`src/rtl/ff_excitation_driver.sv`:
```
// ff_excitation_driver
//
// Purpose: accepts a requested next flip-flop state and computes the
// excitation needed by SR, JK, T and D flip-flops to reach it. It then
// applies that excitation to internal SR/JK/T models and checks that every
// model reached the target. Each transition takes three cycles:
// IDLE (handshake) -> APPLY (models load) -> CHECK (compare, count).
//
// Handshake: a request is accepted on a rising edge where
// tgt_valid & tgt_ready are both 1. tgt_ready is 1 only in IDLE.
// tgt_valid/tgt_q are ignored in every other cycle. The requester does not
// need to hold tgt_valid, and nothing is buffered.
//
// Optional feature: define FF_EXC_DONTCARE_ONE_EN to resolve don't-care
// SR/JK excitation terms to 1 instead of 0.
//
// Ports:
//   clk, rst_n          clock, asynchronous active-low reset
//   tgt_valid, tgt_q    request valid, requested next state
//   tgt_ready           request accepted (IDLE only)
//   clr_err             clear sticky mismatch (set has priority)
//   exc_s..exc_d        registered excitation of the last accepted request
//   q_sr, q_jk, q_t     flip-flop model states
//   exc_valid           high during the CHECK cycle
//   mismatch            sticky: a model missed its target
//   trans_cnt           completed transitions (wraps)
//   toggle_cnt          completed transitions that changed state (saturates)
//   dbg_state           current FSM state (0 IDLE, 1 APPLY, 2 CHECK)
module ff_excitation_driver #(
    parameter int CNT_W = 8
) (
    input  logic             clk,
    input  logic             rst_n,
    input  logic             tgt_valid,
    input  logic             tgt_q,
    output logic             tgt_ready,
    input  logic             clr_err,
    output logic             exc_s,
    output logic             exc_r,
    output logic             exc_j,
    output logic             exc_k,
    output logic             exc_t,
    output logic             exc_d,
    output logic             q_sr,
    output logic             q_jk,
    output logic             q_t,
    output logic             exc_valid,
    output logic             mismatch,
    output logic [CNT_W-1:0] trans_cnt,
    output logic [CNT_W-1:0] toggle_cnt,
    output logic [1:0]       dbg_state
);

    typedef enum logic [1:0] {
        ST_IDLE  = 2'd0,
        ST_APPLY = 2'd1,
        ST_CHECK = 2'd2
    } state_t;

    state_t state_q, state_d;

    logic tgt_reg_q, tgt_reg_d;
    logic exc_s_q, exc_s_d, exc_r_q, exc_r_d, exc_j_q, exc_j_d;
    logic exc_k_q, exc_k_d, exc_t_q, exc_t_d, exc_d_q, exc_d_d;
    logic q_sr_q, q_sr_d, q_jk_q, q_jk_d, q_t_q, q_t_d;
    logic mismatch_q, mismatch_d;
    logic [CNT_W-1:0] trans_cnt_q, trans_cnt_d, toggle_cnt_q, toggle_cnt_d;

    logic hs;
    logic nxt_s, nxt_r, nxt_j, nxt_k;

    // State register
    always_ff @(posedge clk or negedge rst_n) begin
        if (!rst_n) state_q <= ST_IDLE;
        else        state_q <= state_d;
    end

    // Next-state logic
    always_comb begin
        state_d = state_q;
        case (state_q)
            ST_IDLE:  if (hs) state_d = ST_APPLY;
            ST_APPLY: state_d = ST_CHECK;
            ST_CHECK: state_d = ST_IDLE;
            default:  state_d = ST_IDLE;
        endcase
    end

    // FSM outputs
    always_comb begin
        tgt_ready = (state_q == ST_IDLE);
        exc_valid = (state_q == ST_CHECK);
        dbg_state = state_q;
    end

    assign hs = tgt_valid & tgt_ready;

    // Excitation from present state (q_t model) to the requested state.
    // Don't-care terms are 0 by default. With FF_EXC_DONTCARE_ONE_EN they
    // are 1, but S and R are still never both 1.
    always_comb begin
`ifdef FF_EXC_DONTCARE_ONE_EN
        nxt_s = tgt_q;
        nxt_r = ~tgt_q;
        nxt_j = q_t_q | tgt_q;
        nxt_k = ~(q_t_q & tgt_q);
`else
        nxt_s = ~q_t_q & tgt_q;
        nxt_r = q_t_q & ~tgt_q;
        nxt_j = ~q_t_q & tgt_q;
        nxt_k = q_t_q & ~tgt_q;
`endif
    end

    // Datapath next-state
    always_comb begin
        tgt_reg_d    = tgt_reg_q;
        exc_s_d      = exc_s_q;
        exc_r_d      = exc_r_q;
        exc_j_d      = exc_j_q;
        exc_k_d      = exc_k_q;
        exc_t_d      = exc_t_q;
        exc_d_d      = exc_d_q;
        q_sr_d       = q_sr_q;
        q_jk_d       = q_jk_q;
        q_t_d        = q_t_q;
        mismatch_d   = mismatch_q;
        trans_cnt_d  = trans_cnt_q;
        toggle_cnt_d = toggle_cnt_q;

        if (clr_err) mismatch_d = 1'b0;

        if (hs) begin
            tgt_reg_d = tgt_q;
            exc_s_d   = nxt_s;
            exc_r_d   = nxt_r;
            exc_j_d   = nxt_j;
            exc_k_d   = nxt_k;
            exc_t_d   = q_t_q ^ tgt_q;
            exc_d_d   = tgt_q;
        end

        if (state_q == ST_APPLY) begin
            if (exc_s_q)      q_sr_d = 1'b1;
            else if (exc_r_q) q_sr_d = 1'b0;
            case ({exc_j_q, exc_k_q})
                2'b01:   q_jk_d = 1'b0;
                2'b10:   q_jk_d = 1'b1;
                2'b11:   q_jk_d = ~q_jk_q;
                default: q_jk_d = q_jk_q;
            endcase
            q_t_d = q_t_q ^ exc_t_q;
        end

        if (state_q == ST_CHECK) begin
            // A set in the same cycle overrides clr_err.
            if ((q_sr_q != tgt_reg_q) || (q_jk_q != tgt_reg_q) || (q_t_q != tgt_reg_q))
                mismatch_d = 1'b1;
            trans_cnt_d = trans_cnt_q + 1'b1;
            if (exc_t_q && (toggle_cnt_q != {CNT_W{1'b1}}))
                toggle_cnt_d = toggle_cnt_q + 1'b1;
        end
    end

    always_ff @(posedge clk or negedge rst_n) begin
        if (!rst_n) begin
            tgt_reg_q    <= 1'b0;
            exc_s_q      <= 1'b0;
            exc_r_q      <= 1'b0;
            exc_j_q      <= 1'b0;
            exc_k_q      <= 1'b0;
            exc_t_q      <= 1'b0;
            exc_d_q      <= 1'b0;
            q_sr_q       <= 1'b0;
            q_jk_q       <= 1'b0;
            q_t_q        <= 1'b0;
            mismatch_q   <= 1'b0;
            trans_cnt_q  <= '0;
            toggle_cnt_q <= '0;
        end else begin
            tgt_reg_q    <= tgt_reg_d;
            exc_s_q      <= exc_s_d;
            exc_r_q      <= exc_r_d;
            exc_j_q      <= exc_j_d;
            exc_k_q      <= exc_k_d;
            exc_t_q      <= exc_t_d;
            exc_d_q      <= exc_d_d;
            q_sr_q       <= q_sr_d;
            q_jk_q       <= q_jk_d;
            q_t_q        <= q_t_d;
            mismatch_q   <= mismatch_d;
            trans_cnt_q  <= trans_cnt_d;
            toggle_cnt_q <= toggle_cnt_d;
        end
    end

    assign exc_s      = exc_s_q;
    assign exc_r      = exc_r_q;
    assign exc_j      = exc_j_q;
    assign exc_k      = exc_k_q;
    assign exc_t      = exc_t_q;
    assign exc_d      = exc_d_q;
    assign q_sr       = q_sr_q;
    assign q_jk       = q_jk_q;
    assign q_t        = q_t_q;
    assign mismatch   = mismatch_q;
    assign trans_cnt  = trans_cnt_q;
    assign toggle_cnt = toggle_cnt_q;

endmodule

```
`config.mk`:
```
export PLATFORM = sky130hd
export DESIGN_NAME = ff_excitation_driver
export DESIGN_NICKNAME = d
export VERILOG_FILES = /design/src/rtl/ff_excitation_driver.sv
export SDC_FILE = /design/constraint.sdc
export NUM_CORES = 1
export LEC_CHECK = 0
export BUFFER_PORTS_ARGS = -buffer_cell sky130_fd_sc_hd__clkbuf_2
export CORE_MARGIN = 4
export CORE_UTILIZATION = 45
export CTS_BUF_LIST = sky130_fd_sc_hd__clkbuf_4 sky130_fd_sc_hd__clkbuf_8
export CTS_CLUSTER_DIAMETER = 200
export DETAILED_ROUTE_END_ITERATION = 16
export PLACE_DENSITY = 0.67
export SYNTH_ARGS = -nofsm -noshare
export SYNTH_HDL_FRONTEND = slang
export SYNTH_SLANG_ARGS = --single-unit
```
`constraint.sdc`:
```
create_clock -name clk -period 3.5 [get_ports clk]
set_input_delay 0.7 -clock clk [delete_from_list [all_inputs] [get_ports clk]]
set_output_delay 0.7 -clock clk [all_outputs]
set_load 0.05 [all_outputs]
```
==> flow_summary_export.csv <==
group,metric,value,unit
timing,fin_setup_tns,0,ns
timing,worstMarginPinSlew,0.631,ns
global_route,grt_usage,0.148,
floorplanning,rows,18,
yosys,synthArstFlopShare,1.00,
yosys,synth_cell_types,34,
power_and_ir_drop,power.density,946,nW/µm²
placement,hpwl,1730,µm
clock_tree,cts_sinks,26,
yosys,syn-num-nets,112,
critical_path,critPathLaunchType,"flip-flop",
timing,setup_viol,0,
final_layout,fin_nets,145,
yosys,yosysSeqAreaShare,0.530,
floorplanning,start_util,0.482,
global_route,grt_pass1_vias,848,
global_route,grt_remaining_overflow,0,
floorplanning,die-height,60.2,µm
route,routed_via_density,5.33,
clock_tree,path_clk_slew,0.15,ns
placement,port_buffers,34,
hold_path,holdCritPathClass,"in -> async",
route,drc,0,
clock_tree,numCtsBuffers,3,
critical_path,required,2.80,ns
yosys,ys_seq_elements,26,
route,ant_nets,0,
floorplanning,io-pin-count,35,
yosys,synth_flop_cell,"dfrtp_1",
critical_path,rrSetupSlack,1.92,ns
critical_path,endpoint_kind,"output port",
run,maxCapViolCount,0,
yosys,yosysWarningCount,0,
final_layout,n_antenna_cell,0,
timing,period_minus_slack,2.30,ns
route,wire_per_inst,13.7,µm
final_layout,layout-drive-gt1-share,0.348,
clock_tree,cts-htree-levels,1,
timing,drv_slew,0,
clock_tree,cts-root-buf,"clkbuf_4",
placement,gp_congestion,0.754,
power_and_ir_drop,ir_worst_vdd,0.000676,V
clock_tree,ctsHoldBuffers,0,
critical_path,startpoint,"dbg_state[0]",
yosys,netlist_instances,103,
critical_path,critPathMaxFanout,7,
timing,relSlewSlack,0.579,
power_and_ir_drop,p_leak,0.732,nW
clock_tree,ctsLongestPathBuffers,2,
yosys,syn_avg_cell_area,11.9,µm²
yosys,synth_top_area_cell,"dfrtp_1",
global_route,grt_pass1_wl,3940,µm
clock_tree,cts_resized,0,
timing,setup_ws,1.20,ns
timing,hold_viol,0,
floorplanning,core_area,2540,µm²
floorplanning,fp.dieW,60.2,µm
status,status,"completed",
yosys,synth_top_area_frac,0.530,
critical_path,path_class,"reg -> out",
floorplanning,die_area,3630,µm²
placement,pre_cts_slack,1.56,ns
global_route,grt_max_degree,27,
critical_path,arrival,1.60,ns
critical_path,reg2reg_from,"dbg_state[0]",
clock_tree,clk_latency,0.33,ns
yosys,synth_edf_count,0,
final_layout,layout_commonest_cell,"clkbuf_2",
clock_tree,postCtsSetupBuffers,0,
route,wl,2260,µm
route,drt_iter0_drc,10,
global_route,grt_antenna_before_repair,0,
route,drt-pass1-iter-count,4,
timing,layout_worst_path_cycle_share,0.657,
timing,finClkSkew,0.0110,ns
timing,rsz0062_at_grt,"no",
yosys,syn_area,1230,µm²
final_layout,syn_to_final_growth,17.9,%
timing,clock.fmax,435,MHz
route,vias,880,
clock_tree,cts_tree,"done",
yosys,synthTopCellsByArea,"dfrtp_1, xnor2_1, mux2_2",
final_layout,layout_common_cells,"clkbuf_2, dfrtp_1, nand2_1",
-- critical path, stage by stage, from the launching register on --
cell	delay, ns
dfrtp_1	0.45
nand2b_1	0.30
inv_1	0.22
clkbuf_2	0.31
-- registers in the layout (all words and copies together), names as in the netlist --
| name | flops |
|---|---|
| exc_k | 1 |
| exc_d | 1 |
| dbg_state | 2 |
| exc_t | 1 |
| trans_cnt | 8 |
| exc_j | 1 |
| q_sr | 1 |
| q_t | 1 |
| q_jk | 1 |
| toggle_cnt | 8 |
| mismatch | 1 |
-- logic make-up (layout without fill, tap and decap cells) --
| logic type | Yosys count | after routing | synth area share |
|---|---|---|---|
| simple gates | 34 | 34 | 0.164 |
| flops | 26 | 26 | 0.530 |
| xor+xnor | 12 | 12 | 0.0856 |
| buf+inv | 11 | 43 | 0.0479 |
| compound gates | 9 | 9 | 0.0693 |
| mux | 7 | 7 | 0.0622 |
| fa+ha+maj | 4 | 4 | 0.0408 |
-- worst paths after layout --
| kind | endpoint | cells after the start |
|---|---|---|
| setup / recovery | exc_valid | 3 |
| hold / removal | exc_k | 1 |
| setup reg to reg | toggle_cnt[7] | 3 |
| hold reg to reg | trans_cnt[7] | 1 |
| max in group asynchronous | trans_cnt[6] | 1 |
| min in group clk | trans_cnt[7] | 1 |
-- synth_stat cells, types with 2 or more instances --
| library cell | instances |
|---|---|
| dfrtp_1 | 26 |
| nand2_1 | 12 |
| xnor2_1 | 9 |
| inv_1 | 5 |
| mux2_2 | 5 |
| nand4_1 | 5 |
| ha_1 | 4 |
| nor4_1 | 3 |
| xor2_1 | 3 |
| a21oi_1 | 2 |
| and3_1 | 2 |
| buf_2 | 2 |
| buf_4 | 2 |
| mux2i_1 | 2 |
| nor3_1 | 2 |
-- per-layer routing --
layer / wire [µm] / GRT usage / vias to the layer above
met5: 0 / 0 / -
met4: 42 / 0.0665 / 0
met3: 136 / 0.0302 / 5
met2: 1110 / 0.242 / 25
met1: 974 / 0.186 / 426
li1: - / - / 424
-- power breakdown --
part           total, W  switching, W  internal [W]
combinational  0.000642      0.000484      0.000158
sequential     0.000521      0.000132      0.000389
clock          0.000206     0.0000905      0.000116
-- per-stage QoR --
step	utilization	hold slack (ns)	area, µm²	cells	total power (W)
4_1_cts	0.569	0.378	1450	165	0.00139
5_1_grt	0.569	0.405	1450	165	0.00145
2_1_floorplan	-	0.404	1230	103	0.00103
3_5_place_dp	0.548	0.462	1400	161	0.00118
3_3_place_gp	0.548	0.462	1400	161	0.00116
6_report	0.569	0.365	1450	165	0.00137
-- final cells by class --
cell class              instances  area [µm²]
clock buffers                   3        22.5
clock inverters                 1        30.0
fillers                       239        1100
inverters                       5        18.8
multi-input cells              66         518
flip-flops and latches         26         651
well taps                      30        37.5
repair buffers                 34         170
Note: power is estimated with default switching activity, not from simulation.
